$ cat src/rtl/isa_mem_target.sv
// ISA memory-window responder: turns MEMR/MEMW hits into single-beat req/ack backend requests.
// Define ISA_TGT_TIMEOUT_EN to abort a request when the backend ack takes longer than MAX_WAIT.
module isa_mem_target #(
    parameter logic [23:0] BASE_ADDR = 24'h0D0000,
    parameter int unsigned WIN_BITS  = 12,
    parameter int unsigned MAX_WAIT  = 64
) (
    input  logic                clk,
    input  logic                rst,
    input  logic [23:0]         isa_addr,
    input  logic                bale,
    input  logic                mem_r,
    input  logic                mem_w,
    input  logic [7:0]          isa_data_i,
    output logic [7:0]          isa_data_o,
    output logic                isa_data_oe,
    output logic                io_chrdy,
    output logic                bk_req,
    output logic                bk_we,
    output logic [WIN_BITS-1:0] bk_addr,
    output logic [7:0]          bk_wdata,
    input  logic [7:0]          bk_rdata,
    input  logic                bk_ack,
    output logic                err_timeout
);

    typedef enum logic [1:0] {StIdle, StReq, StDone} state_e;

    state_e state_q, state_d;

    logic mem_r_s1_q, mem_r_s2_q, mem_r_prev_q;
    logic mem_w_s1_q, mem_w_s2_q, mem_w_prev_q;

    logic [23:0] addr_q;

    logic [7:0]          data_o_q, data_o_d;
    logic                data_oe_q, data_oe_d;
    logic                chrdy_q, chrdy_d;
    logic                req_q, req_d;
    logic                we_q, we_d;
    logic [WIN_BITS-1:0] bk_addr_q, bk_addr_d;
    logic [7:0]          wdata_q, wdata_d;
    logic                err_q, err_d;

    logic hit;
    logic trig_rd, trig_wr;
    logic strobes_idle;

`ifdef ISA_TGT_TIMEOUT_EN
    localparam int unsigned CntW = (MAX_WAIT > 1) ? $clog2(MAX_WAIT) : 1;

    logic [CntW-1:0] wait_cnt_q, wait_cnt_d;
    logic            wait_expired;

    assign wait_expired = (wait_cnt_q == CntW'(MAX_WAIT - 1));
`else
    logic [31:0] unused_max_wait;
    assign unused_max_wait = MAX_WAIT;
`endif

    // Strobes are asynchronous to clk; synchronizers idle high so reset never fakes an edge.
    always_ff @(posedge clk) begin
        if (rst) begin
            mem_r_s1_q   <= 1'b1;
            mem_r_s2_q   <= 1'b1;
            mem_r_prev_q <= 1'b1;
            mem_w_s1_q   <= 1'b1;
            mem_w_s2_q   <= 1'b1;
            mem_w_prev_q <= 1'b1;
        end else begin
            mem_r_s1_q   <= mem_r;
            mem_r_s2_q   <= mem_r_s1_q;
            mem_r_prev_q <= mem_r_s2_q;
            mem_w_s1_q   <= mem_w;
            mem_w_s2_q   <= mem_w_s1_q;
            mem_w_prev_q <= mem_w_s2_q;
        end
    end

    always_ff @(posedge clk) begin
        if (rst) begin
            addr_q <= '0;
        end else if (bale) begin
            addr_q <= isa_addr;
        end
    end

    assign hit          = (addr_q[23:WIN_BITS] == BASE_ADDR[23:WIN_BITS]);
    // A falling edge counts only while the other strobe is still high.
    assign trig_rd      = mem_r_prev_q & ~mem_r_s2_q & mem_w_s2_q;
    assign trig_wr      = mem_w_prev_q & ~mem_w_s2_q & mem_r_s2_q;
    assign strobes_idle = mem_r_s2_q & mem_w_s2_q;

    always_ff @(posedge clk) begin
        if (rst) begin
            state_q <= StIdle;
        end else begin
            state_q <= state_d;
        end
    end

    always_comb begin
        state_d   = state_q;
        data_o_d  = data_o_q;
        data_oe_d = data_oe_q;
        chrdy_d   = chrdy_q;
        req_d     = req_q;
        we_d      = we_q;
        bk_addr_d = bk_addr_q;
        wdata_d   = wdata_q;
        err_d     = 1'b0;
`ifdef ISA_TGT_TIMEOUT_EN
        wait_cnt_d = wait_cnt_q;
`endif
        case (state_q)
            StIdle: begin
                if (hit && (trig_rd || trig_wr)) begin
                    bk_addr_d = addr_q[WIN_BITS-1:0];
                    we_d      = trig_wr;
                    if (trig_wr) begin
                        wdata_d = isa_data_i;
                    end
                    if (trig_rd) begin
                        data_oe_d = 1'b1;
                    end
                    req_d   = 1'b1;
                    chrdy_d = 1'b0;
`ifdef ISA_TGT_TIMEOUT_EN
                    wait_cnt_d = '0;
`endif
                    state_d = StReq;
                end
            end
            StReq: begin
                if (bk_ack) begin
                    req_d   = 1'b0;
                    chrdy_d = 1'b1;
                    if (!we_q) begin
                        data_o_d = bk_rdata;
                    end
                    state_d = StDone;
                end
`ifdef ISA_TGT_TIMEOUT_EN
                else if (wait_expired) begin
                    req_d   = 1'b0;
                    chrdy_d = 1'b1;
                    err_d   = 1'b1;
                    if (!we_q) begin
                        data_o_d = 8'hFF;
                    end
                    state_d = StDone;
                end else begin
                    wait_cnt_d = wait_cnt_q + CntW'(1);
                end
`endif
            end
            StDone: begin
                // An aborted master already has both strobes high, so this exits at once.
                if (strobes_idle) begin
                    data_oe_d = 1'b0;
                    state_d   = StIdle;
                end
            end
            default: begin
                state_d = StIdle;
            end
        endcase
    end

    always_ff @(posedge clk) begin
        if (rst) begin
            data_o_q  <= 8'hFF;
            data_oe_q <= 1'b0;
            chrdy_q   <= 1'b1;
            req_q     <= 1'b0;
            we_q      <= 1'b0;
            bk_addr_q <= '0;
            wdata_q   <= 8'h00;
            err_q     <= 1'b0;
        end else begin
            data_o_q  <= data_o_d;
            data_oe_q <= data_oe_d;
            chrdy_q   <= chrdy_d;
            req_q     <= req_d;
            we_q      <= we_d;
            bk_addr_q <= bk_addr_d;
            wdata_q   <= wdata_d;
            err_q     <= err_d;
        end
    end

`ifdef ISA_TGT_TIMEOUT_EN
    always_ff @(posedge clk) begin
        if (rst) begin
            wait_cnt_q <= '0;
        end else begin
            wait_cnt_q <= wait_cnt_d;
        end
    end
`endif

    assign isa_data_o  = data_o_q;
    assign isa_data_oe = data_oe_q;
    assign io_chrdy    = chrdy_q;
    assign bk_req      = req_q;
    assign bk_we       = we_q;
    assign bk_addr     = bk_addr_q;
    assign bk_wdata    = wdata_q;
    assign err_timeout = err_q;

endmodule

$ cat config.mk
export PLATFORM = sky130hd
export DESIGN_NAME = isa_mem_target
export DESIGN_NICKNAME = d
export VERILOG_FILES = /design/src/rtl/isa_mem_target.sv
export SDC_FILE = /design/constraint.sdc
export NUM_CORES = 1
export LEC_CHECK = 0
export BUFFER_PORTS_ARGS = -buffer_cell sky130_fd_sc_hd__buf_2
export CAP_MARGIN = 20
export CORE_ASPECT_RATIO = 2
export CORE_MARGIN = 4
export CORE_UTILIZATION = 30
export CTS_CLUSTER_DIAMETER = 50
export CTS_CLUSTER_SIZE = 16
export DETAILED_ROUTE_END_ITERATION = 8
export PLACE_DENSITY_LB_ADDON = 0.3
export SYNTH_ARGS = -nofsm -noshare
export SYNTH_HDL_FRONTEND = slang
export SYNTH_SLANG_ARGS = --single-unit
$ cat constraint.sdc
create_clock -name clk -period 1.7 [get_ports clk]
set_input_delay 0.17 -clock clk [delete_from_list [all_inputs] [get_ports clk]]
set_output_delay 0.17 -clock clk [all_outputs]
set_load 0.02 [all_outputs]
# [After elaboration in Yosys (flattened, before gate mapping)]
# Cells that the tools add are included.
[totals] elab_cells=55 out_inout_bits=33 input_bits=46 register_bits=64
[op_classes] bitwise_logic=8 muxes=14 n_reduce_logical=11 eq_ne=7
[ops] cell="$eq A12 B8 Y1 const B" count=1
[ops] cell="$reduce_and A3 Y1" count=4
[ops] cell="$ne A2 B2 Y1 const B" count=4
[ops] cell="$mux W1" count=7
[ops] cell="$mux W2" count=3
[ops] cell="$pmux W1 S2" count=3
[ops] cell="$pmux W2 S3" count=1
[ops] cell="$and A1 B1 Y1" count=5
[ops] cell="$reduce_and A4 Y1" count=1
[ops] cell="$reduce_bool A2 Y1" count=2
[ops] cell="$not A1 Y1" count=3
[ops] cell="$eq A2 B1 Y1 const B" count=1
[ops] cell="$eq A2 B2 Y1 const B" count=1
[ops] cell="$logic_not A2 Y1" count=1
[ops] cell="$reduce_and A2 Y1" count=1
[ops] cell="$logic_and A1 B1 Y1" count=1
[ops] cell="$logic_or A1 B1 Y1" count=1

# [Logic depth before layout (Yosys ltp)]
[logic_depth] depth_word=7 ltp_mapped=6 ltp_nobuf=4

# [Least setup slack after synthesis]
# OpenSTA, ideal clock, no wires.
[synth_timing] kind="reg2reg" start="reg addr_q[12]" end="reg bk_addr_q[10], in the netlist bk_addr[10]" setup_time_ns=0.072 path_stages_with_launch=7 t_arrival_ns=1.671 path_buffers=2 synth_period_minus_slack_ns=1.742 setup_slack_ns=-0.042 required_ns=1.628 cell_sequence="dfxtp_1 or4_4 nor4_4 o21a_1 buf_6 buf_8 mux2i_1"
[synth_between] elab_chain_len=3
[synth_rtl] element="start: declaration" line="34" text="logic [23:0] addr_q;"
[synth_rtl] element="start signal: assignment" line="84" text="addr_q <= isa_addr;"
[synth_rtl] element="$eq A12 B8 Y1" line="88" text="assign hit = (addr_q[23:WIN_BITS] == BASE_ADDR[23:WIN_BITS]);"
[synth_rtl] element="$logic_and A1 B1 Y1" line="117" text="if (hit && (trig_rd || trig_wr)) begin"
[synth_rtl] element="$reduce_and A2 Y1 (no source line)"
[synth_rtl] element="end signal: assignment" line="186" text="bk_addr_q <= bk_addr_d;"
[synth_rtl] element="end: declaration" line="41" text="logic [WIN_BITS-1:0] bk_addr_q, bk_addr_d;"
# Every way passes these cells.
# A chain may end at the register's enable or synchronous reset.

# [Worst setup path in the final report]
[layout_timing] start="reg addr_q[20]" end="reg wdata_q[5], in the netlist bk_wdata[5]"
[layout_between] elab_chain_len=3
[layout_rtl] element="$eq A12 B8 Y1" line="88"
[layout_rtl] element="$logic_and A1 B1 Y1" line="117"
[layout_rtl] element="$reduce_and A3 Y1 (no source line)"
[layout_rtl] element="end signal: assignment" line="187" text="wdata_q <= wdata_d;"
[layout_rtl] element="end: declaration" line="42" text="logic [7:0] wdata_q, wdata_d;"
# Every way passes these cells.

==> flow_summary_export.csv <==
group,metric,value,unit
setup_path,worst_ep_required_time,1.91,ns
grt,grt_pass1_vias,1898,
yosys,netlist_instances,251,
status,status,"complete, but fails checks",
drt,first_iter_violations,90,
placement,place.gp.congestion,0.737,
setup_path,cp-start-kind,"flip-flop",
clocking,cts_max_level,3,
setup_path,crit_chain,"or4b_4 -> nor4_4 -> buf_4 -> buf_12 -> a21oi_1 -> a31o_2",
sta,maxSlewViolCount,0,
finish,regArea,1280,sq um
finish,fin_nets,381,
placement,dpl.cell_count,417,
floorplanning,die_x,71.3,microns
status,violations,"negative setup slack",
floorplanning,ios,79,
sta,finalClockSkew,0.00681,ns
yosys,yosysWarnings,0,
setup_path,cp.arrival,2.03,ns
yosys,synth-edff-count,0,
grt,grt_antenna_before_repair,0,
setup_path,critPathSlowestCell,"or4b_4",
yosys,ys_seq_area_share,53.4,%
setup_path,path_max_fanout,9,
job,drv_cap,0,
yosys,syn_area,2400,sq um
clocking,clkSinkCount,64,
sta,fin_crit,1.82,ns
power,cellPowerDensity,1050,nW/um^2
clocking,hold_buffers,0,
grt,grt.total_usage,12.4,%
grt,grt_max_degree,36,
drt,viasPerCell,4.61,
finish,multiInputGateArea,1030,sq um
grt,grt_pass1_wl,9160,microns
clocking,cts_buffer_depth,2,
clocking,postCtsSetupBuffers,0,
sta,setup_tns,-2.21,ns
setup_path,max_stage_delay,0.54,ns
sta,finalHoldViolations,0,
placement,io_buffers,77,
finish,utilization,42.4,%
yosys,syn_nets,297,
floorplanning,dieArea,9590,sq um
yosys,ys_seq_elements,64,
grt,grt_overflow_total,0,
finish,syn_to_final_growth,36.1,%
yosys,synth.avg_cell_area,9.57,sq um
yosys,yosysUniqueCellTypes,30,
sta,setup_violations,25,
power,p_leak,0.00147,uW
sta,whs,0.0322,ns
finish,final_cells,434,
clocking,clk_latency,0.32,ns
floorplanning,die_h,135,microns
clocking,cts_tree,"done",
finish,fillers,784,
sta,fin_ws,-0.119,ns
drt,drt_wl_total,5760,microns
clocking,clkTransAtPathRegs,0.05,ns
power,vdd_ir_drop_max,0.623,mV
floorplanning,start_util,31.1,%
drt,postRouteAntennaNets,0,
clocking,cts_inserted_buffers,9,
finish,drive_gt1_share,39.1,%
sta,period_share,107,%
drt,wl_per_cell,13.3,microns
clocking,root_buffer,"clkbuf_16",
setup_path,end_kind,"flip-flop",
finish,antenna_cells,0,
sta,rsz0062_at_grt,"true",
min_path,hold_class,"input port to flip-flop",
sta,max_freq,550,MHz
setup_path,critPathKind,"flip-flop to flip-flop",
floorplanning,coreArea,7710,sq um
placement,dpl.hpwl,4110,microns
yosys,synthArstFlopShare,0,%
floorplanning,rows,45,
drt,vias,2001,
drt,drt_pre_antenna_iters,4,
yosys,synth_ff_type,"dfxtp_1",
drt,drc,0,
sequential cells by signal (all words and copies together), names as in the netlist:
| name | flops |
|---|---|
| addr_q | 24 |
| bk_addr | 12 |
| bk_wdata | 8 |
| isa_data_o | 8 |
| state_q | 2 |
| bk_req | 1 |
| bk_we | 1 |
| io_chrdy | 1 |
| isa_data_oe | 1 |
| mem_r_prev_q | 1 |
| mem_r_s1_q | 1 |
| mem_r_s2_q | 1 |
| mem_w_prev_q | 1 |
| mem_w_s1_q | 1 |
| mem_w_s2_q | 1 |
cells in the mapped netlist, types with 2 or more instances:
cell type | number | share of area (%)
a21oi_1 | 12 | 2.5
a31o_2 | 8 | 2.9
buf_1 | 3 | 0.47
buf_4 | 2 | 0.63
clkbuf_1 | 12 | 1.9
dfxtp_1 | 64 | 53
mux2i_1 | 36 | 15
nand2_1 | 45 | 7.0
nand3_1 | 8 | 1.7
nor2_1 | 26 | 4.1
nor2b_1 | 3 | 0.78
o21ai_0 | 9 | 1.9
or2_2 | 6 | 1.6
worst max-delay path: cells and delay by family, from the launching register on:
kind            cells  cell delay [ns]
compound gates      2             0.25
flops               1             0.30
simple gates        2             0.84
buf+inv             2             0.31
repair_timing:
| item | 4_1_cts | 5_1_grt |
|---|---|---|
| endpoints found under the setup margin | 25 | 25 |
| gates resized for setup | 2 | 5 |
| gates cloned | 0 | 1 |
| pin swaps | 0 | 3 |
cell usage in the layout, fill, tap and decap left out, drive strengths merged:
master | netlist | final
a21oi | 12 | 12
a22o | 1 | 1
a311oi | 1 | 1
a31o | 8 | 8
and2 | 1 | 1
and3b | 1 | 1
buf | 8 | 92
clkbuf | 12 | 12
clkinv | 0 | 4
clkinvlp | 0 | 1
conb | 1 | 1
dfxtp | 64 | 64
inv | 1 | 1
mux2i | 36 | 36
nand2 | 45 | 45
nand3 | 8 | 8
nand3b | 1 | 1
nor2 | 26 | 26
nor2b | 3 | 3
nor4 | 1 | 1
o21a | 1 | 1
o21ai | 10 | 10
or2 | 6 | 6
or3b | 1 | 1
or4 | 2 | 2
or4b | 1 | 1
per-stage QoR:
step	setup slack [ns]	instance area, sq um	power (uW)
final	-0.119	3270	3440
after global routing	-0.213	3270	3600
after CTS	-0.129	3230	3520
after detailed placement	-0.199	2940	1790
after global placement	-0.168	2940	1780
after floorplan	-0.0423	2400	1700
area by class of cell:
class	instances	area share [%]
clock buffer	11	7.74
clock inverter	5	0.957
inverter	1	0.115
multi-input combinational	166	31.6
sequential	64	39.2
tap	94	3.60
timing repair buffer	93	16.8
power breakdown:
part           internal (uW)  switching [uW]
sequential              1540            19.7
combinational           97.6            98.0
clock                   1060             629
total                   2700             746
cell families after synthesis:
logic type,Yosys count,synth area share [%]
other,1,0.156
AND/OR/NAND/NOR,96,18.5
buffers and inverters,21,4.43
flip-flops,64,53.4
AO/OA/AOI/OAI,33,8.55
multiplexers,36,15.0
per-layer routing:
metal  vias to the layer above  GRT usage [%]  part of all wire (%)
met2                        50           20.6                    53
met4                         0           7.53                   2.6
met3                        10           3.87                   5.0
li1                       1013              -                     -
met1                       928           13.6                    40
met5                         -              0                     0
final timing paths:
check / from / end / slack, ns / depth (start not counted)
worst max register to register: addr_q[20] / bk_wdata[5] / -0.12 / 6
worst min-delay path: mem_w / mem_w_s1_q / 0.03 / 2
worst min register to register: mem_r_s1_q / mem_r_s2_q / 0.41 / 1
worst max-delay path: addr_q[20] / bk_wdata[5] / -0.12 / 6
Power figures use the tool's default switching activity.
